===== src/rtl/sound_pkg.sv =====
// Shared definitions for the Pong sound-effect arbiter: FSM state encoding,
// source indices, counter widths and the fixed-priority helpers.
// Optional feature macro used by the top: SOUND_PREEMPT_EN.
package sound_pkg;

    // Counter widths
    localparam int TONE_W  = 18;
    localparam int DUR_W   = 25;
    localparam int NUM_SRC = 3;

    // Source indices; also the bit positions inside o_grant / pending
    localparam int WALL   = 0;
    localparam int PADDLE = 1;
    localparam int SCORE  = 2;

    // FSM state encoding
    localparam logic [1:0] IDLE = 2'd0;
    localparam logic [1:0] PLAY = 2'd1;
    localparam logic [1:0] GAP  = 2'd2;

    // One-hot pick of the highest-priority set bit: score > paddle > wall
    function automatic logic [NUM_SRC-1:0] prio_pick(input logic [NUM_SRC-1:0] req);
        logic [NUM_SRC-1:0] pick;
        pick = '0;
        if (req[SCORE])       pick[SCORE]  = 1'b1;
        else if (req[PADDLE]) pick[PADDLE] = 1'b1;
        else if (req[WALL])   pick[WALL]   = 1'b1;
        return pick;
    endfunction

    // Mask of the sources that strictly outrank the given one-hot grant
    function automatic logic [NUM_SRC-1:0] higher_mask(input logic [NUM_SRC-1:0] grant);
        logic [NUM_SRC-1:0] mask;
        mask = '0;
        if (grant[WALL])   mask = 3'b110;
        if (grant[PADDLE]) mask = 3'b100;
        return mask;
    endfunction

endpackage


===== src/rtl/tone_divider.sv =====
// Programmable half-period square-wave divider. The tone counter runs
// 0..half-1 and the output toggles on the clock where it reaches half-1.
// load latches a new half-period, clear zeroes counter and output, enable
// lets the counter run. clear takes precedence over enable.
module tone_divider
    import sound_pkg::*;
(
    input  logic              clk_i,
    input  logic              rst_ni,
    input  logic              load_i,
    input  logic              clear_i,
    input  logic              enable_i,
    input  logic [TONE_W-1:0] half_i,
    output logic              tone_o
);

    logic [TONE_W-1:0] half_q, half_d;
    logic [TONE_W-1:0] cnt_q,  cnt_d;
    logic              tone_q, tone_d;

    // Next-state: reload, clear, or advance the counter and toggle at wrap
    always_comb begin
        half_d = half_q;
        cnt_d  = cnt_q;
        tone_d = tone_q;
        if (load_i) begin
            half_d = half_i;
        end
        if (clear_i) begin
            cnt_d  = '0;
            tone_d = 1'b0;
        end else if (enable_i) begin
            if (cnt_q == half_q - TONE_W'(1)) begin
                cnt_d  = '0;
                tone_d = ~tone_q;
            end else begin
                cnt_d = cnt_q + TONE_W'(1);
            end
        end
    end

    // Divider state registers
    always_ff @(posedge clk_i or negedge rst_ni) begin
        if (!rst_ni) begin
            half_q <= '0;
            cnt_q  <= '0;
            tone_q <= 1'b0;
        end else begin
            half_q <= half_d;
            cnt_q  <= cnt_d;
            tone_q <= tone_d;
        end
    end

    assign tone_o = tone_q;

endmodule


===== src/rtl/sound_effect_arbiter.sv =====
// Pong sound-effect arbiter: latches one-cycle requests, grants one effect at
// a time by fixed priority (score > paddle > wall), plays its tone for the
// effect duration and then holds a silent gap before the next grant.
// Optional feature: define SOUND_PREEMPT_EN to let a strictly higher-priority
// pending effect cut in during PLAY (the interrupted effect is dropped).
module sound_effect_arbiter
    import sound_pkg::*;
#(
    parameter int unsigned HALF_PADDLE = 113_636,
    parameter int unsigned HALF_WALL   = 227_272,
    parameter int unsigned HALF_SCORE  = 56_818,
    parameter int unsigned DUR_PADDLE  = 5_000_000,
    parameter int unsigned DUR_WALL    = 5_000_000,
    parameter int unsigned DUR_SCORE   = 25_000_000,
    parameter int unsigned GAP_CYCLES  = 1_000_000
) (
    input  logic       clk_100MHz,
    input  logic       reset_n,
    input  logic       i_req_paddle,
    input  logic       i_req_wall,
    input  logic       i_req_score,
    output logic       o_speaker,
    output logic       o_busy,
    output logic [2:0] o_grant
);

    logic [1:0]         state_q,   state_d;
    logic [NUM_SRC-1:0] pending_q, pending_d;
    logic [NUM_SRC-1:0] grant_q,   grant_d;
    logic               busy_q,    busy_d;
    logic [DUR_W-1:0]   cnt_q,     cnt_d;

    logic [NUM_SRC-1:0] req_vec;
    logic [NUM_SRC-1:0] pick;
    logic [NUM_SRC-1:0] grant_clr;
    logic               preempt;
    logic               div_load;
    logic               div_clear;
    logic               div_en;
    logic [TONE_W-1:0]  div_half;

    // Per-effect tone half-period
    function automatic logic [TONE_W-1:0] half_of(input logic [NUM_SRC-1:0] g);
        if (g[SCORE])       return TONE_W'(HALF_SCORE);
        else if (g[PADDLE]) return TONE_W'(HALF_PADDLE);
        else                return TONE_W'(HALF_WALL);
    endfunction

    // Per-effect play length
    function automatic logic [DUR_W-1:0] dur_of(input logic [NUM_SRC-1:0] g);
        if (g[SCORE])       return DUR_W'(DUR_SCORE);
        else if (g[PADDLE]) return DUR_W'(DUR_PADDLE);
        else                return DUR_W'(DUR_WALL);
    endfunction

    assign req_vec = {i_req_score, i_req_paddle, i_req_wall};
    assign pick    = prio_pick(pending_q);

    // Sticky pending bits; a request landing on the grant edge of the same
    // source is absorbed because the clear wins
    for (genvar gi = 0; gi < NUM_SRC; gi++) begin : g_pending
        assign pending_d[gi] = (pending_q[gi] | req_vec[gi]) & ~grant_clr[gi];
    end

    // Cut-in condition: something strictly outranking the current grant waits
    always_comb begin
        preempt = 1'b0;
`ifdef SOUND_PREEMPT_EN
        preempt = (state_q == PLAY) && (|(pending_q & higher_mask(grant_q)));
`else
        preempt = 1'b0;
`endif
    end

    // FSM next-state, counter reload/count-down and divider control
    always_comb begin
        state_d   = state_q;
        grant_d   = grant_q;
        cnt_d     = cnt_q;
        grant_clr = '0;
        div_load  = 1'b0;
        div_clear = 1'b0;
        div_en    = 1'b0;
        div_half  = half_of(pick);
        case (state_q)
            IDLE: begin
                if (|pending_q) begin
                    state_d   = PLAY;
                    grant_d   = pick;
                    grant_clr = pick;
                    cnt_d     = dur_of(pick);
                    div_load  = 1'b1;
                    div_clear = 1'b1;
                end
            end
            PLAY: begin
                if (preempt) begin
                    grant_d   = pick;
                    grant_clr = pick;
                    cnt_d     = dur_of(pick);
                    div_load  = 1'b1;
                    div_clear = 1'b1;
                end else if (cnt_q == DUR_W'(1)) begin
                    state_d   = GAP;
                    grant_d   = '0;
                    cnt_d     = DUR_W'(GAP_CYCLES);
                    div_clear = 1'b1;
                end else begin
                    cnt_d  = cnt_q - DUR_W'(1);
                    div_en = 1'b1;
                end
            end
            GAP: begin
                if (cnt_q == DUR_W'(1)) begin
                    state_d = IDLE;
                    cnt_d   = '0;
                end else begin
                    cnt_d = cnt_q - DUR_W'(1);
                end
            end
            default: begin
                state_d   = IDLE;
                grant_d   = '0;
                cnt_d     = '0;
                div_clear = 1'b1;
            end
        endcase
        busy_d = (state_d == PLAY) || (state_d == GAP);
    end

    // Arbiter state registers; busy/grant are registered so outputs never
    // depend combinationally on the request inputs
    always_ff @(posedge clk_100MHz or negedge reset_n) begin
        if (!reset_n) begin
            state_q   <= IDLE;
            pending_q <= '0;
            grant_q   <= '0;
            busy_q    <= 1'b0;
            cnt_q     <= '0;
        end else begin
            state_q   <= state_d;
            pending_q <= pending_d;
            grant_q   <= grant_d;
            busy_q    <= busy_d;
            cnt_q     <= cnt_d;
        end
    end

    tone_divider u_tone_divider (
        .clk_i    (clk_100MHz),
        .rst_ni   (reset_n),
        .load_i   (div_load),
        .clear_i  (div_clear),
        .enable_i (div_en),
        .half_i   (div_half),
        .tone_o   (o_speaker)
    );

    assign o_busy  = busy_q;
    assign o_grant = grant_q;

endmodule

===== config.mk =====
export PLATFORM = sky130hd
export DESIGN_NAME = sound_effect_arbiter
export DESIGN_NICKNAME = d
export VERILOG_FILES = /design/src/rtl/sound_pkg.sv /design/src/rtl/tone_divider.sv /design/src/rtl/sound_effect_arbiter.sv
export SDC_FILE = /design/constraint.sdc
export NUM_CORES = 1
export LEC_CHECK = 0
export ABC_AREA = 1
export BUFFER_PORTS_ARGS = -buffer_cell sky130_fd_sc_hd__buf_2
export CORE_ASPECT_RATIO = 0.75
export CORE_MARGIN = 2
export CORE_UTILIZATION = 55
export DETAILED_ROUTE_END_ITERATION = 7
export PLACE_DENSITY = 0.72
export SYNTH_ARGS = -nofsm -noshare
export SYNTH_HDL_FRONTEND = slang
export SYNTH_SLANG_ARGS = --single-unit

===== constraint.sdc =====
create_clock -name clk_100MHz -period 4.8 [get_ports clk_100MHz]
set_input_delay 0.96 -clock clk_100MHz [delete_from_list [all_inputs] [get_ports clk_100MHz]]
set_output_delay 0.96 -clock clk_100MHz [all_outputs]
set_load 0.01 [all_outputs]

* After elaboration in Yosys (flattened, before gate mapping)
Cells that the tools add are included.
** Storage, ports and cells
- Flip-flop bits (word level) :: 71
** Cells by class
- Add/subtract/negate cells :: 3
- Bitwise gates (word level) :: 11
- Reductions and logical operators :: 7
- Muxes and demuxes :: 33
- Equality and inequality tests :: 8
** Operator list (count)
- 2-to-1 mux 25 bit :: 4
- 2-to-1 mux 18 bit :: 5
- one-hot mux 25 bit (3 select lines) :: 1
- == test 25 x 1 -> 1 bit (second input constant) :: 1
- subtractor 25 x 1 -> 25 bit (second input constant) :: 1
- adder 18 x 1 -> 18 bit (second input constant) :: 1
- == test 18 bit :: 1
- subtractor 18 x 1 -> 18 bit (second input constant) :: 1
- 2-to-1 mux 1 bit :: 12
- 2-to-1 mux 3 bit :: 4
- one-hot mux 3 bit (3 select lines) :: 1
- 2-to-1 mux 2 bit :: 4
- one-hot mux 2 bit (3 select lines) :: 1
- NOT 1 bit :: 5
- == test 2 x 1 -> 1 bit (second input constant) :: 2
- == test 2 bit (second input constant) :: 2
- != test 2 bit (second input constant) :: 2
- nonzero test 2 bit :: 2
- AND 1 bit :: 3
- bitwise OR 1 bit :: 3
- one-hot mux 1 bit (3 select lines) :: 1
- AND reduction 3 bit :: 1
- OR reduction 3 bit :: 1
- logical NOT 2 bit :: 1
- 2 further kinds :: 2

* Longest topological paths before layout
Gate-level depths: netlist of the first run.
- Depth in word-level cells :: 7
- Depth in mapped cells :: 17
- Gate-level depth less buffers :: 17

* Cells and area by module
From an unflattened synthesis of the first run, not the netlist that was laid out.
** Unflattened totals
- Cell total of the unflattened synthesis :: 614
- Area total of the unflattened synthesis :: 4687.0 um^2
** Modules (own cells, without submodules)
- tone_divider :: cells an instance 313, area an instance 2457.4 um^2, instances 1
- sound_effect_arbiter :: cells an instance 301, area an instance 2229.6 um^2, instances 1

* Worst setup path after synthesis of the first run
Ideal clock, no wire load.
- Path kind :: flip-flop to flip-flop
- Start :: reg u_tone_divider.half_q[4]
- End :: reg u_tone_divider.cnt_q[10]
- Buffers on the path :: 1
- Stages on the path, launching flop included :: 14
- Setup slack :: 2.996 ns
- Arrival time :: 1.678 ns
- Period minus slack after synthesis :: 1.804 ns
- Path through :: dfrtp_1 > inv_1 > ha_1 > xor2_1 > nand3_1 > nor2_1 > o21ai_0 > inv_1 > nand2_1 > nor2_2 > nand2_4 > nand2_8 > buf_12 > a21oi_2
** On the way
- Longest elaborated chain between the ends :: 5
** Ends and longest elaborated chain
- from (decl) :: RTL line tone_divider.sv:17 : logic [TONE_W-1:0] half_q, half_d;
- from (signal assigned) :: RTL line tone_divider.sv:49 : half_q <= half_d;
- subtractor 18 x 1 -> 18 bit :: RTL line tone_divider.sv:33 : if (cnt_q == half_q - TONE_W'(1)) begin
- == test 18 bit :: RTL line tone_divider.sv:33
- 2-to-1 mux 18 bit :: RTL line tone_divider.sv:33
- 2-to-1 mux 18 bit :: RTL line tone_divider.sv:32 : end else if (enable_i) begin
- 2-to-1 mux 18 bit :: RTL line tone_divider.sv:29 : if (clear_i) begin
- to (signal assigned) :: RTL line tone_divider.sv:50 : cnt_q <= cnt_d;
- to (decl) :: RTL line tone_divider.sv:18 : logic [TONE_W-1:0] cnt_q, cnt_d;
Every way passes these cells. The select of a mux whose other input is x is not followed.
A chain may end at the register's enable or synchronous reset.

* Final worst setup path of the first run
- Start :: reg pending_q[2]
- End :: reg u_tone_divider.cnt_q[16]
** On the way
- Longest elaborated chain between the ends :: 4
** Ends and longest elaborated chain
- from (decl) :: RTL line sound_effect_arbiter.sv:28 : logic [NUM_SRC-1:0] pending_q, pending_d;
- from (signal assigned) :: RTL line sound_effect_arbiter.sv:142 : pending_q <= pending_d;
- OR reduction 3 bit * :: RTL line sound_effect_arbiter.sv:87 : if (|pending_q) begin
- 2-to-1 mux 1 bit * :: RTL line sound_effect_arbiter.sv:87
- one-hot mux 1 bit (3 select lines) * :: RTL line sound_effect_arbiter.sv:85 : case (state_q)
- 2-to-1 mux 18 bit or nonzero test 2 bit (tied branches)
Every way passes the cells marked *; elsewhere a longest branch is shown, timed or not.

==> results.cfg, run 1 <==
[outcome]
status = complete, no violations

[clock_network]
postCtsHoldBufs = 0
cts_root_buf = clkbuf_8
cts_buffers = 9
cts-resized-gates = 0
post_cts_buffers = 0
cts_sinks = 60
htreeDepth = 3
cts_tree = done
clk_pin_slew_worst_paths_ns = 0.07
cts_buffer_depth = 2
insertion_delay_ns = 0.35

[yosys]
synth_seq_area_share_pct = 39.6
netlist-cell-type-count = 37
netlist_area_um2 = 3790
ys_top_cells_by_count = 103 x nand2_1, 60 x dfrtp_1, 56 x inv_1
avgSynthCellArea_um2 = 7.82
ys_async_sr_fraction_pct = 100
yosys-top-cells-area = dfrtp_1 40%, nand2_1 10%, xor2_1 7.2%
ys.warnings.count = 0
synth.most_common_cell = nand2_1
synth_cells = 485
synth_nets = 494
yosysTopAreaCellShare_pct = 39.6
synthFlopType = dfrtp_1
ys_ff_latch = 60
yosysTopAreaCell = dfrtp_1
synth_edf_count = 0

[setup_path]
start_kind = flop
crit_path_end_kind = flop
reg2reg_setup_slack_ns = 2.10
slowest_delay_ns = 0.66
cp_num_buf_inv = 1
critical_path_arrival_ns = 2.92
critical-path-slowest-cell = nand3_1
cp.required_ns = 5.02
crit_fanout = 26
crit_type = flop to flop
cpMostUsedCell = nor2_1
cp_cell_sequence = nor2_1 > nand3_1 > nand2_4 > inv_2 > nand4_1 > nor2_1 > xor2_1 > a21oi_2
crit_family = simple AND/OR/NAND/NOR gates

[job]
maxCapViolCount = 0

[timing]
worst_pin_slew_ns = 0.875
fin_crit_sh_pct = 56.2
totalNegativeSetupSlack_ns = 0
fin_crit_ns = 2.70
drv_slew = 0
grt_setup_unrepaired = no
skew_ns = 0.00738
hold_viol_final = 0
setup_violations = 0
max_freq_mhz = 371
slew_headroom_pct = 41.5
setup_ws_ns = 2.10

[die]
ioPinCount = 10
core_region_area_um2 = 6730
die_h_um = 75.9
die_area_um2 = 7590
start_util_pct = 56.4
rows = 26
die_x_um = 99.9

[power_and_ir_drop]
ir_worst_vdd_mv = 0.277
leakagePower_uw = 0.00191
powerDensity_nw_per_um2 = 427

[route]
drc = 0
drtPass1Iterations = 5
via_count = 3203
met1_length_mm = 4.60
dr_wl_met3_um = 479
top_layer_used = met4
met2_length_mm = 3.36
wl_per_cell_um = 14.6
drt_iter0_drc = 249
antenna_left = 0
vias_per_cell = 5.44
wl_mm = 8.61

[layout]
insertedDiodeCount = 0
synthToLayoutAreaGrowth_pct = 7.48
fin_nets = 509
fillers = 569
finalNonFillerCells = 589
post-route-util_pct = 60.6
drive_above_1_share_pct = 17.6

[placed_design]
finalWeightedCongestion = 0.945
place_ws_ns = 2.15
dpl.hpwl_mm = 6.36
io_buffer_count = 9
placed_cells = 573

[global_routing]
grt.overflow.total = 0
grt_max_degree = 61
grt_pass1_vias = 3022
grt_use_total_pct = 25.1
antenna_found_initial = 0
grt_pass1_wl_mm = 14.8

[hold_path]
hp-class = flop to flop
where the power goes:
group	leakage, uW	internal (uW)	switching [uW]
Sequential	0.000741	624	125
Clock	0.0000783	186	217
Combinational	0.00109	215	377
Total	0.00191	1020	719
cells by family (layout without fill, tap and decap cells):
family,after synthesis,count (layout),synth area share [%]
xor gates and xnor gates,36,36,8.31
AOI/OAI and AO/OA,71,71,11.3
adders and majority gates,4,4,1.32
and+or+nand+nor,241,241,31.6
DFF,60,60,39.6
buffers and inverters,73,93,7.91
final cells by class:
type	count	area (um2)	area share, %
Timing Repair Buffer	10	52.6	1.29
Inverter	67	258	6.32
Clock buffer	10	128	3.13
Clock inverter	6	41.3	1.01
Multi-Input combinational cell	352	1990	48.9
Tap cell	84	105	2.58
Sequential cell	60	1500	36.8
per-stage QoR:
stage	hold WS (ns)	power (uW)	cell area [um2]
finish	0.477	1740	4080
global route	0.515	1880	4080
CTS	0.486	1740	4080
detailed placement	0.462	1340	3910
global placement	0.453	1310	3910
floorplan	0.464	1190	3790
worst min-delay path, delay by kind of cell, from the launching register on:
kind	cells	cell delay, ns
flops	1	0.34
simple gates	2	0.10
flip-flops by register name, summed over array words and instances (netlist names):
register	count
cnt_q	25
pending_q	3
u_tone_divider.tone_o	1
o_busy	1
o_grant	3
state_q	2
u_tone_divider.cnt_q	18
u_tone_divider.half_q	7
per-layer routing:
| layer | global-route usage [%] | vias up |
|---|---|---|
| met1 | 39.6 | 1495 |
| met4 | 8.36 | 0 |
| met3 | 6.27 | 21 |
| met5 | 0 | - |
| li1 | - | 1592 |
| met2 | 33.2 | 95 |
placed cells by master, fill, tap and decap left out, drive strengths merged, types with 3 or more instances in the layout:
cell	netlist	layout
dfrtp	60	60
nor3	12	12
nand3	29	29
buf	4	10
o211ai	3	3
o221ai	5	5
ha	4	4
clkinv	1	4
nand4	8	8
nand2	116	116
a21oi	25	25
o21ai	34	34
clkbuf	2	10
xnor2	5	5
inv	66	66
nor2	72	72
nor4	3	3
xor2	31	31
clkinvlp	0	3
final timing paths:
check,endpoint,startpoint,cells past startpoint
worst max-delay path,u_tone_divider.cnt_q[16]$_DFFE_PN0P_,pending_q[2]$_DFF_PN0_,8
worst min-delay path,o_grant[2]$_DFFE_PN0P_,o_grant[2]$_DFFE_PN0P_,2
worst max register to register,u_tone_divider.cnt_q[16]$_DFFE_PN0P_,pending_q[2]$_DFF_PN0_,8
worst min register to register,o_grant[2]$_DFFE_PN0P_,o_grant[2]$_DFFE_PN0P_,2
max in group asynchronous,u_tone_divider.cnt_q[7]$_DFFE_PN0P_,reset_n,2
min in group asynchronous,cnt_q[23]$_DFFE_PN0P_,reset_n,2
Note: power is estimated with default switching activity, not from simulation.
==> run 2, diff against run 1 <==
PLACE_DENSITY = 0.74   (was 0.72)
clock period = 2.3 ns   (was 4.8 ns; I/O delays follow)
==> run 2 against run 1 <==
Compared with the run above:
- highest routed layer unchanged
- die area did not move
- non-clock buffer count increased by 6
- via count up 0.59%
- flip-flop and latch count did not move
- cell count rose by 1.0%
- routed wire length up 3.4%
- global-route usage down 0.12 points
- critical path type unchanged
==> results.cfg, run 2 (same netlist as run 1, synthesis figures left out) <==
[global_routing]
grt.overflow.total = 0
grt_pass1_wl_mm = 14.8
grt_pass1_vias = 2994
antenna_found_initial = 0
grt_use_total_pct = 25.0
grt_max_degree = 37

[setup_path]
crit_type = flop to flop
cp.required_ns = 2.52
reg2regPathDepth = 17
reg2reg_to = u_tone_divider.tone_o$_DFFE_PN0P_
start_kind = flop
worstReg2RegStart = u_tone_divider.half_q[4]$_DFFE_PN0P_
reg2reg_setup_slack_ns = 0.20
crit_fanout = 17
crit_path_end_kind = flop
critical_path_arrival_ns = 2.33

[clock_network]
cts_root_buf = clkbuf_8
insertion_delay_ns = 0.34
htreeDepth = 3
postCtsHoldBufs = 0
cts_buffer_depth = 2
cts_tree = done
cts-resized-gates = 0
cts_sinks = 60
clk_pin_slew_worst_paths_ns = 0.07
cts_buffers = 9
post_cts_buffers = 0

[placed_design]
finalWeightedCongestion = 0.937
dpl.hpwl_mm = 6.73
io_buffer_count = 9

[layout]
drive_above_1_share_pct = 18.6
synthToLayoutAreaGrowth_pct = 10.6
insertedDiodeCount = 0
largest_register_ffs = 25
largestRegisters = cnt_q: 25 flops, u_tone_divider.cnt_q: 18 flops, u_tone_divider.half_q: 7 flops
layout_common_cells = 103 x nand2_1, 59 x dfrtp_1, 56 x inv_1
layout_commonest_cell = nand2_1
fin_nets = 515
post-route-util_pct = 62.3
largest_register = cnt_q
fillers = 589

[die]
die_h_um = 75.9
core_region_area_um2 = 6730
ioPinCount = 10
rows = 26
die_x_um = 99.9
die_area_um2 = 7590
start_util_pct = 56.4

[timing]
skew_ns = 0.0118
hold_viol_final = 0
max_freq_mhz = 476
setup_violations = 0
fin_crit_ns = 2.10
totalNegativeSetupSlack_ns = 0
worst_pin_slew_ns = 0.573
drv_slew = 0
slew_headroom_pct = 61.8
grt_setup_unrepaired = no
fin_crit_sh_pct = 91.4

[power_and_ir_drop]
powerDensity_nw_per_um2 = 927
ir_worst_vdd_mv = 0.641
power.switching_uw = 1450
power.share.switching_pct = 37.3
p_comb_share_pct = 31.9
intPower_uw = 2440
seq_power_share_pct = 40.2
leakagePower_uw = 0.00198
clkPwrFrac_pct = 27.9

[route]
wl_mm = 8.90
vias_per_cell = 5.42
drc = 0
via_count = 3222
antenna_left = 0
drtPass1Iterations = 4
wl_per_cell_um = 15.0
drt_iter0_drc = 279

[job]
maxCapViolCount = 0

[hold_path]
hp-class = input pin to async pin

[outcome]
status = complete, no violations
run 2: cell count changes in the layout (fill, tap and decap cells not counted), sizes merged:
cell	before	now
buf	10	16
bufinv	0	2
clkbuf	10	13
clkinv	4	2
clkinvlp	3	0
run 2: through the flow:
stage | instances | cell area, um2 | total power, uW | hold slack, ns | setup WS (ns)
after detailed placement | 579 | 3970 | 2800 | 0.471 | 0.228
after global placement | 579 | 3970 | 2750 | 0.455 | 0.341
after global routing | 595 | 4200 | 4150 | 0.161 | 0.0159
after floorplan | 485 | 3790 | 2490 | 0.164 | 0.496
after CTS | 595 | 4200 | 3890 | 0.132 | 0.204
final | 595 | 4200 | 3890 | 0.114 | 0.198
run 2: per-layer routing:
layer / part of all wire (%) / track usage (%) / vias to the layer above
li1: - / - / 1598
met1: 51 / 39.3 / 1519
met2: 42 / 35.4 / 97
met3: 6.2 / 4.70 / 8
met4: 0.96 / 5.89 / 0
met5: 0 / 0 / -
run 2: worst max path at each step:
stage | start | end | slack, ns
4_1_cts | u_tone_divider.half_q[4]$_DFFE_PN0P_ | u_tone_divider.tone_o$_DFFE_PN0P_ | 0.20
6_report | u_tone_divider.half_q[4]$_DFFE_PN0P_ | u_tone_divider.tone_o$_DFFE_PN0P_ | 0.20
3_3_place_gp | u_tone_divider.half_q[4]$_DFFE_PN0P_ | u_tone_divider.tone_o$_DFFE_PN0P_ | 0.34
2_1_floorplan | u_tone_divider.half_q[4]$_DFFE_PN0P_ | u_tone_divider.cnt_q[10]$_DFFE_PN0P_ | 0.50
3_5_place_dp | u_tone_divider.half_q[4]$_DFFE_PN0P_ | u_tone_divider.tone_o$_DFFE_PN0P_ | 0.23
5_1_grt | u_tone_divider.half_q[4]$_DFFE_PN0P_ | u_tone_divider.tone_o$_DFFE_PN0P_ | 0.02
run 2: critical path, stage by stage, from the launching register on:
cell	delay (ns)
dfrtp_2	0.45
inv_1	0.10
ha_1	0.21
inv_1	0.07
nand2_1	0.08
nand2_1	0.07
nand2_1	0.06
nand2_1	0.04
nor2_1	0.12
o21ai_0	0.10
inv_1	0.06
nand2_1	0.05
nor2_2	0.14
nand2_4	0.10
nand2_8	0.14
nand2_1	0.07
nand2_1	0.07
nand2_1	0.05
run 2: cell type report:
cell class	instances	area, um2	share of cell area, %
timing repair buffer	16	110	2.62
inverter	67	258	6.14
multi-input combinational	352	1990	47.5
clock inverter	3	68.8	1.64
clock buffer	13	159	3.79
tap	84	105	2.50
sequential	60	1500	35.8
run 2: power groups by stage:
stage	registers (uW)	clock network, uW	logic (uW)
2_1_floorplan	1530	0	963
3_3_place_gp	1570	0	1180
3_5_place_dp	1580	0	1230
4_1_cts	1560	1100	1230
5_1_grt	1600	1150	1410
6_report	1560	1080	1240
==> run 3, diff against run 2 <==
PLACE_DENSITY = 0.72   (was 0.74)
clock period = 2.4 ns   (was 2.3 ns; I/O delays follow)
==> run 3 against run 2 <==
Compared with the run above:
- cell count did not move
- largest power group unchanged
- global-route usage up 0.47 points
- clock-buffer cell count down 2
- non-clock buffer count stayed put
- fmax barely moved
- clock skew is 0.00055 ns lower
- routed wire length shrank 0.25%
- worst setup slack improved by 0.10 ns
==> results.cfg, run 3 (same netlist as run 1, synthesis figures left out) <==
[setup_path]
crit_family = simple AND/OR/NAND/NOR gates
crit_path_end_kind = flop
cpMostUsedCell = nand2_1
crit_type = flop to flop
crit_fanout = 17
critical-path-slowest-cell = dfrtp_1
critical_path_arrival_ns = 2.34
cp_num_buf_inv = 2
cp_cell_sequence = inv_1 > ha_1 > xor2_1 > nand3_1 > nor2_1 > o21ai_0 > inv_1 > nand2_1 > nor2_2 > nand2_4 > nand2_8 > nand2_1 > nand2_1 > nand2_1
start_kind = flop
slowest_delay_ns = 0.47
cp.required_ns = 2.64

[clock_network]
cts_buffers = 9
insertion_delay_ns = 0.35
cts_sinks = 60
cts_buffer_depth = 2
cts_tree = done
post_cts_buffers = 0
postCtsHoldBufs = 0
clk_pin_slew_worst_paths_ns = 0.07
htreeDepth = 3
cts-resized-gates = 0
cts_root_buf = clkbuf_8

[timing]
skew_ns = 0.0113
fin_crit_sh_pct = 87.5
max_freq_mhz = 476
slew_headroom_pct = 57.7
drv_slew = 0
grt_setup_unrepaired = no
fin_crit_ns = 2.10
worst_pin_slew_ns = 0.635
hold_viol_final = 0
totalNegativeSetupSlack_ns = 0
setup_violations = 0

[layout]
insertedDiodeCount = 0
drive_above_1_share_pct = 18.6
largest_register = cnt_q
largestRegisters = cnt_q: 25 flops, u_tone_divider.cnt_q: 18 flops, u_tone_divider.half_q: 7 flops
layout_common_cells = 103 x nand2_1, 60 x dfrtp_1, 56 x inv_1
fin_nets = 515
design_area_um2 = 4190
post-route-util_pct = 62.3
largest_register_ffs = 25
finalNonFillerCells = 595
layout_commonest_cell = nand2_1
synthToLayoutAreaGrowth_pct = 10.5

[placed_design]
placed_cell_area_um2 = 3970
io_buffer_count = 9
placed_cells = 579
dpl.hpwl_mm = 6.56
finalWeightedCongestion = 0.914

[global_routing]
use_met1_pct = 40.5
grt_pass1_wl_mm = 15.0
antenna_found_initial = 0
grt-busiest-layer = met1
use_met2_pct = 34.9
grt_use_met3_pct = 6.09
grt.overflow.total = 0
grt_max_degree = 34
grt_use_total_pct = 25.4
grt_pass1_vias = 2975

[job]
maxCapViolCount = 0

[die]
core_region_area_um2 = 6730
die_x_um = 99.9
start_util_pct = 56.4
die_area_um2 = 7590
rows = 26
ioPinCount = 10
die_h_um = 75.9

[power_and_ir_drop]
clkPwrFrac_pct = 28.0
seq_power_share_pct = 40.2
power.switching_uw = 1440
leakagePower_uw = 0.00198
fin_total_pwr_uw = 3740
ir_worst_vdd_mv = 0.586
intPower_uw = 2310
power.share.switching_pct = 38.4
powerDensity_nw_per_um2 = 893
p_comb_share_pct = 31.8

[outcome]
status = complete, no violations

[route]
wl_per_cell_um = 14.9
wl_mm = 8.88
drc = 0
via_count = 3258
drt_iter0_drc = 319
drtPass1Iterations = 7
antenna_left = 0
vias_per_cell = 5.48

[hold_path]
hp-class = input pin to async pin
## run 3: metrics by stage
step                hold slack (ns)  setup WS [ns]
finish                        0.147          0.300
global route                  0.196         0.0336
CTS                           0.162          0.295
detailed placement            0.457          0.304
global placement              0.454          0.431
floorplan                     0.184          0.596
## run 3: power by group through the flow
stage          Clock, uW  Combinational, uW  Sequential (uW)
4_1_cts             1070               1190             1500
5_1_grt             1120               1370             1530
2_1_floorplan          0                923             1470
3_5_place_dp           0               1170             1510
3_3_place_gp           0               1130             1500
6_report            1050               1190             1500
## run 3: layout make-up
type / count / area (um2)
clock buffers: 11 / 141
multi-input cells: 352 / 1990
clock inverters: 5 / 85.1
flip-flops and latches: 60 / 1500
fillers: 591 / 2540
repair buffers: 16 / 110
inverters: 67 / 258
well taps: 84 / 105
## run 3: worst paths after layout
kind / startpoint / to / slack, ns / cells past startpoint
worst max-delay path: u_tone_divider.half_q[4]$_DFFE_PN0P_ / u_tone_divider.tone_o$_DFFE_PN0P_ / 0.30 / 14
max in group asynchronous: reset_n / u_tone_divider.half_q[15]$_DFFE_PN0P_ / 1.65 / 2
worst max register to register: u_tone_divider.half_q[4]$_DFFE_PN0P_ / u_tone_divider.tone_o$_DFFE_PN0P_ / 0.30 / 14
worst min register to register: o_grant[0]$_DFFE_PN0P_ / o_grant[0]$_DFFE_PN0P_ / 0.48 / 2
min in group clk_100MHz: i_req_wall / pending_q[0]$_DFF_PN0_ / 0.35 / 3
worst min-delay path: reset_n / cnt_q[13]$_DFFE_PN0P_ / 0.15 / 1
## run 3: worst reg2reg max path, delay by kind of cell, from the launching register on
family / cells / cell delay, ns
and+or+nand+nor: 9 / 0.82
xor gates and xnor gates: 1 / 0.14
DFF: 1 / 0.47
AOI/OAI and AO/OA: 1 / 0.10
buffers and inverters: 2 / 0.18
adders and majority gates: 1 / 0.31
## run 3: per-layer routing
metal | routed length, um | up-vias
met5 | 0 | -
met4 | 72 | 0
met3 | 607 | 8
met2 | 3660 | 137
met1 | 4540 | 1513
li1 | - | 1600
